**config.mk**
```make
export PLATFORM = sky130hd
export DESIGN_NAME = coproc_dispatcher
export DESIGN_NICKNAME = d
export VERILOG_FILES = /design/src/rtl/coproc_dispatcher.sv
export SDC_FILE = /design/constraint.sdc
export NUM_CORES = 1
export LEC_CHECK = 0
export ABC_AREA = 1
export CORE_MARGIN = 10
export CORE_UTILIZATION = 38
export CTS_CLUSTER_DIAMETER = 100
export DETAILED_ROUTE_END_ITERATION = 8
export GPL_TIMING_DRIVEN = 1
export PLACE_DENSITY = 0.78
export SLEW_MARGIN = 20
export SYNTH_ARGS = -nofsm -noshare
export SYNTH_HDL_FRONTEND = slang
export SYNTH_SLANG_ARGS = --single-unit
```
**constraint.sdc**
```tcl
create_clock -name in_clk -period 1.9 [get_ports in_clk]
set_input_delay 0.38 -clock in_clk [delete_from_list [all_inputs] [get_ports in_clk]]
set_output_delay 0.38 -clock in_clk [all_outputs]
set_load 0.1 [all_outputs]
```
**src/rtl/coproc_dispatcher.sv**
```systemverilog
// Host-side job sequencer for the coprocessor index interface: fetches the job config word,
// walks every (row, col) tile in row-major order and owns the single memory port.
module coproc_dispatcher #(
  parameter int unsigned size            = 3,
  parameter int unsigned cell_width      = 32,
  parameter int unsigned index_width     = 8,
  parameter int unsigned width           = cell_width * size,
  parameter int unsigned memory_size_log = 8,
  parameter int unsigned config_address  = 0
) (
  input  logic                       in_clk,
  input  logic                       in_reset,
  input  logic                       in_start,
  output logic                       out_grant,
  output logic [index_width-1:0]     out_row_index,
  output logic [index_width-1:0]     out_col_index,
  output logic                       out_index_ready,
  output logic [index_width-1:0]     out_mu,
  output logic [cell_width-1:0]      out_config,
  input  logic                       in_index_ack,
  input  logic                       in_result_ready,
  input  logic                       in_cp_mem_read_en,
  input  logic                       in_cp_mem_write_en,
  input  logic [memory_size_log-1:0] in_cp_mem_address,
  input  logic [width-1:0]           in_cp_mem_data,
  input  logic [width-1:0]           in_mem_data,
  output logic [memory_size_log-1:0] out_mem_address,
  output logic [width-1:0]           out_mem_data,
  output logic                       out_mem_read_en,
  output logic                       out_mem_write_en,
  output logic                       out_busy,
  output logic                       out_done,
  output logic [2*index_width-1:0]   out_tile_count,
  output logic                       out_protocol_err
);

  localparam int unsigned CntW = 2 * index_width;

  typedef enum logic [2:0] {
    StIdle, StFetch, StLoad, StCheck, StIssue, StRun, StRelease, StDone
  } state_e;

  state_e state_q, state_d;

  logic [index_width-1:0]     row_q, row_d, col_q, col_d;
  logic                       ack_q, ack_d;
  logic [cell_width-1:0]      cfg_q, cfg_d;
  logic [index_width-1:0]     mu_q, mu_d;
  logic [CntW-1:0]            cnt_q, cnt_d;
  logic                       err_q, err_d;
  logic                       grant_q, grant_d;
  logic                       irdy_q, irdy_d;
  logic                       busy_q, busy_d;
  logic                       done_q, done_d;
  logic [memory_size_log-1:0] maddr_q, maddr_d;
  logic [width-1:0]           mdata_q, mdata_d;
  logic                       mre_q, mre_d;
  logic                       mwe_q, mwe_d;

  logic [index_width-1:0] lambda, gamma, last_row, last_col;
  logic                   last_tile, fwd_state;
  logic                   unused_mem_hi;

  assign lambda        = cfg_q[index_width-1:0];
  assign gamma         = cfg_q[2*index_width-1:index_width];
  assign last_row      = lambda - index_width'(1);
  assign last_col      = gamma - index_width'(1);
  assign last_tile     = (row_q == last_row) && (col_q == last_col);
  assign fwd_state     = (state_q == StIssue) || (state_q == StRun) || (state_q == StRelease);
  assign unused_mem_hi = ^in_mem_data[width-1:cell_width];

  // State register
  always_ff @(posedge in_clk or negedge in_reset) begin
    if (!in_reset) begin
      state_q <= StIdle;
    end else begin
      state_q <= state_d;
    end
  end

  // Next-state logic
  always_comb begin
    state_d = state_q;
    unique case (state_q)
      StIdle:    if (in_start) state_d = StFetch;
      StFetch:   state_d = StLoad;
      StLoad:    state_d = StCheck;
      StCheck:   state_d = ((lambda == '0) || (gamma == '0)) ? StDone : StIssue;
      StIssue:   state_d = StRun;
      StRun:     if (in_result_ready) state_d = StRelease;
      StRelease: state_d = last_tile ? StDone : StIssue;
      StDone:    state_d = StIdle;
      default:   state_d = StIdle;
    endcase
  end

  // Job datapath: tile walk, ack tracking, config latch, counters
  always_comb begin
    row_d = row_q;
    col_d = col_q;
    ack_d = ack_q;
    cfg_d = cfg_q;
    mu_d  = mu_q;
    cnt_d = cnt_q;
    err_d = err_q;
    unique case (state_q)
      StIdle: begin
        if (in_start) begin
          cnt_d = '0;
          err_d = 1'b0;
        end
      end
      StLoad: begin
        cfg_d = in_mem_data[cell_width-1:0];
        mu_d  = in_mem_data[3*index_width-1:2*index_width];
      end
      StCheck: begin
        row_d = '0;
        col_d = '0;
        ack_d = 1'b0;
      end
      StRun: begin
        if (in_result_ready) begin
          cnt_d = cnt_q + CntW'(1);
          // An ack arriving together with result_ready still counts for this tile.
          if (!(ack_q || in_index_ack)) err_d = 1'b1;
          ack_d = 1'b0;
        end else if (in_index_ack) begin
          ack_d = 1'b1;
        end
      end
      StRelease: begin
        if (!last_tile) begin
          if (col_q == last_col) begin
            col_d = '0;
            row_d = row_q + index_width'(1);
          end else begin
            col_d = col_q + index_width'(1);
          end
        end
      end
      default: ;
    endcase
  end

  // Registered outputs, computed from the state being entered
  always_comb begin
    grant_d = (state_d == StIssue) || (state_d == StRun) || (state_d == StRelease);
    irdy_d  = (state_d == StIssue) || (state_d == StRun);
    busy_d  = (state_d != StIdle);
    done_d  = (state_d == StDone);
    mre_d   = 1'b0;
    mwe_d   = 1'b0;
    maddr_d = maddr_q;
    mdata_d = mdata_q;
    if (state_d == StFetch) begin
      mre_d   = 1'b1;
      maddr_d = memory_size_log'(config_address);
    end else if (fwd_state && (state_d != StDone)) begin
      if (in_cp_mem_write_en) begin
        mwe_d   = 1'b1;
        maddr_d = in_cp_mem_address;
        mdata_d = in_cp_mem_data;
      end else if (in_cp_mem_read_en) begin
        mre_d   = 1'b1;
        maddr_d = in_cp_mem_address;
        mdata_d = '0;
      end
    end
  end

  always_ff @(posedge in_clk or negedge in_reset) begin
    if (!in_reset) begin
      row_q   <= '0;
      col_q   <= '0;
      ack_q   <= 1'b0;
      cfg_q   <= '0;
      mu_q    <= '0;
      cnt_q   <= '0;
      err_q   <= 1'b0;
      grant_q <= 1'b0;
      irdy_q  <= 1'b0;
      busy_q  <= 1'b0;
      done_q  <= 1'b0;
      maddr_q <= '0;
      mdata_q <= '0;
      mre_q   <= 1'b0;
      mwe_q   <= 1'b0;
    end else begin
      row_q   <= row_d;
      col_q   <= col_d;
      ack_q   <= ack_d;
      cfg_q   <= cfg_d;
      mu_q    <= mu_d;
      cnt_q   <= cnt_d;
      err_q   <= err_d;
      grant_q <= grant_d;
      irdy_q  <= irdy_d;
      busy_q  <= busy_d;
      done_q  <= done_d;
      maddr_q <= maddr_d;
      mdata_q <= mdata_d;
      mre_q   <= mre_d;
      mwe_q   <= mwe_d;
    end
  end

  assign out_grant        = grant_q;
  assign out_row_index    = row_q;
  assign out_col_index    = col_q;
  assign out_index_ready  = irdy_q;
  assign out_mu           = mu_q;
  assign out_config       = cfg_q;
  assign out_mem_address  = maddr_q;
  assign out_mem_data     = mdata_q;
  assign out_mem_read_en  = mre_q;
  assign out_mem_write_en = mwe_q;
  assign out_busy         = busy_q;
  assign out_done         = done_q;
  assign out_tile_count   = cnt_q;
  assign out_protocol_err = err_q;

endmodule
```
==> key figures <==
Status
  – Failing checks: setup timing
  – Outcome: finished, violations left

Logic synthesis
  – Largest family of logic cells by synthesized area: simple AND/OR/NAND/NOR gates
  – Yosys reg bits: 179
  – Post-Synth Simple-Gate Area: 0.259
  – Cells after synthesis: 1,014
  – Syn. warnings: 0
  – Avg Cell Area, Syn: 8.60 sq um
  – Compound-Gate Fraction of Synth Area: 0.122
  – Synth Area in Adders: 0.00861
  – Synth Area in XOR/XNOR: 0.0211
  – Synth unique cells: 33
  – Mapped cell area: 0.00872 sq mm
  – Biggest area consumer among synthesized cells: dfrtp_1
  – Post-synthesis mux area share: 0
  – Top cells by area in the synthesized netlist: dfrtp_1 51%, nand2_1 17%, o21ai_2 8.0%, buf_6 2.6%, inv_1 2.6%
  – Synth top area share: 0.514
  – Sequential area share after synthesis: 0.514
  – Syn nets: 1,227

Global route
  – Initial antenna violation count: 0
  – Routing usage on met3: 0.0573
  – First-pass GRT wire length: 47,400 microns
  – Gr usage total: 0.202
  – GR Util met2: 0.342
  – GR peak layer: met2
  – Vias in the first global route: 8,826
  – Largest net degree at the start of global routing: 98
  – Met1 usage: 0.242
  – Total gr overflow: 0

Finish
  – Final net count: 1,664
  – Antenna cells: 0
  – Area delta synth->final: 75.0%
  – Share of post-route cells with drive strength above 1: 0.400

Floorplan
  – Die area: 0.0294 sq mm
  – Rows: 55
  – Io pins: 390
  – Die width: 171 microns
  – Core area: 0.0226 sq mm
  – Die H: 171 microns
  – Starting Density: 0.385

Power
  – Power Total: 32.4 mW
  – Sw Ratio: 0.557
  – Leakage: 7.20 nW
  – Clock share of power: 0.109
  – Comb pwr share: 0.693
  – Int Power: 14.3 mW
  – Pwr/cell area: 2120 mW/mm^2
  – VDD IR max: 0.00199 V
  – Reg power frac: 0.197
  – Sw Pwr: 18.0 mW

Timing
  – Final setup TNS: -42.30 ns
  – RSZ-0062 raised after global routing: true
  – Period minus WS final: 2.31 ns
  – Max-slew violations: 0
  – Endpoints failing hold: 0
  – Final Setup Violations: 129
  – Slew @ Worst Pin: 0.439 ns
  – Tcrit/Tclk final: 1.22
  – Final clock skew: 0.0146 ns
  – Peak Freq: 432 MHz
  – Final WS setup: -0.413 ns
  – Slew margin rel.: 0.708

Worst setup path
  – Critical path startpoint category: register
  – Critical Path AT: 2.67 ns
  – CP Data Required Time: 2.26 ns
  – Crit Path Max Fanout: 8
  – Setup crit end kind: register
  – WS Path Type: register to register

Clock network
  – Worst skew pair latency: 0.43 ns
  – Clock net sink count: 179
  – CTS max path bufs: 2
  – Clock slew seen by the registers of the worst setup and hold paths: 0.08 ns
  – H-tree level count: 4
  – CTS tree: done
  – Clock root buffer: clkbuf_16
  – Cts bufs inserted: 17

Routing
  – Number of detailed-route iterations in the first pass: 6
  – Drt first-iter violations: 772
  – Overall routed net length: 31,900 microns
  – Via density: 4.99
  – DR WL/cell: 18.3 microns
  – Post-route ant nets: 0
  – Vias: 8,730
  – Post-route DRC: 0

Run
  – Maxcap violations: 0

Place
  – Port Buffers: 325
  – Final GP Congestion: 0.886
  – Placed wire-length estimate: 22,300 microns

Min path
  – Min-delay worst type: input port to async pin
## stage by stage
step	setup WS [ns]	area [sq um]	instances	utilization	hold WS, ns
2_1_floorplan	-0.319	8880	1014	-	0.0844
3_3_place_gp	-0.431	13500	1668	0.595	0.363
3_5_place_dp	-0.491	13500	1668	0.595	0.367
4_1_cts	-0.365	14600	1726	0.647	0.463
5_1_grt	-0.569	15300	1749	0.674	0.484
6_report	-0.413	15300	1749	0.674	0.453
## sequential cells by signal (all words and copies together), names as in the netlist
signal / count
out_mem_data: 96
out_config: 32
out_tile_count: 16
out_col_index: 8
out_mem_address: 8
out_row_index: 8
state_q: 3
ack_q: 1
out_busy: 1
out_done: 1
out_grant: 1
out_index_ready: 1
out_mem_read_en: 1
out_mem_write_en: 1
out_protocol_err: 1
## final timing paths
path	startpoint	to	slack, ns	depth (start not counted)
max in group asynchronous	in_reset	out_mem_data[28]	0.70	3
min reg2reg	out_config[26]	out_config[26]	0.47	2
max reg2reg	out_config[1]	out_mem_data[3]	-0.41	15
max	out_config[1]	out_mem_data[3]	-0.41	15
min	in_reset	out_config[13]	0.45	2
min in group in_clk	out_config[26]	out_config[26]	0.47	2
## power by group through the flow
stage                     clock, mW  combinational, mW  sequential, mW
after floorplan                   0               5.16            15.0
after global placement            0               19.7            6.25
after detailed placement          0               20.0            6.31
after CTS                      3.59               21.3            6.28
after global routing           3.75               23.4            6.54
final                          3.55               22.5            6.38
## cells in the final DEF (no fill, tap or decap), drive strengths merged, types with 2 or more instances in the layout
master         netlist  layout
a21oi               12      12
buf                 33     321
clkbuf              20      26
clkdlybuf4s50        0     140
clkinv               1       2
clkinvlp             0       5
dfrtp              179     179
ha                   6       6
inv                 63      70
nand2              396     396
nand3               42      42
nand3b               2       2
nand4               21      21
nor2                51      51
nor3                16      16
nor4                 5       5
o21ai              129     129
o31ai                6       6
or2                  9       9
xnor2                7       7
xor2                14      14
## worst max-delay path: stages, from the launching register on
cell and delay [ns]:
dfrtp_4 0.52, nor2_4 0.14, nand3_1 0.14, nand2_1 0.12
nand2_1 0.05, nand2_1 0.06, nand2_1 0.08, buf_4 0.14
nor3_2 0.18, nand2_2 0.11, nand4_4 0.09, buf_12 0.15
buf_12 0.16, clkbuf_16 0.18, nand2_4 0.05, o21ai_2 0.06
## repair_timing
action,in CTS,in global routing
hold endpoints to repair,44,0
cloned,7,10
buffers inserted,18,13
resized for setup,66,88
pin swaps,11,15
hold buffers,1,0
endpoints found under the setup margin,131,152
## Yosys cell counts
cell type,instances
xor2_1,14
nor2_4,2
or2_2,9
nor4_1,5
o21ai_1,4
xnor2_1,7
o21ai_2,80
dfrtp_1,179
nand3b_1,2
o211ai_1,1
nor3_1,15
buf_4,8
nor3_2,1
nand4_1,20
inv_1,60
a21oi_1,12
nand3_1,42
clkinv_1,1
clkbuf_1,20
o21ai_0,45
ha_1,6
nor2_1,47
buf_2,3
nand2_1,391
o22ai_1,1
buf_6,20
inv_2,3
nor2_2,2
o31ai_1,6
nand4_4,1
buf_12,2
nand2_2,4
nand2_4,1
## cells by family (layout without fill, tap and decap cells)
family / count (synthesis) / count (layout)
buffers and inverters: 117 / 567
AO/OA/AOI/OAI: 149 / 149
adder cells (fa/ha/maj): 6 / 6
flip-flops: 179 / 179
AND/OR/NAND/NOR: 542 / 542
XOR/XNOR: 21 / 21
## routing by layer
layer  wire length [microns]  part of all wire  up-vias
met5                       0                 0        -
met3                    2200             0.069       36
met1                   13000              0.41     4266
met2                   16200              0.51      304
met4                     563             0.018        0
li1                        -                 -     4124
## cell type report
cell class	instances	area, sq um
Clock buffer	18	429
Clock inverter	14	143
Fill cell	1653	7380
Inverter	64	258
Multi-Input combinational cell	718	4040
Sequential cell	179	4550
Tap cell	285	357
Timing Repair Buffer	471	5480
Power figures use the tool's default switching activity.
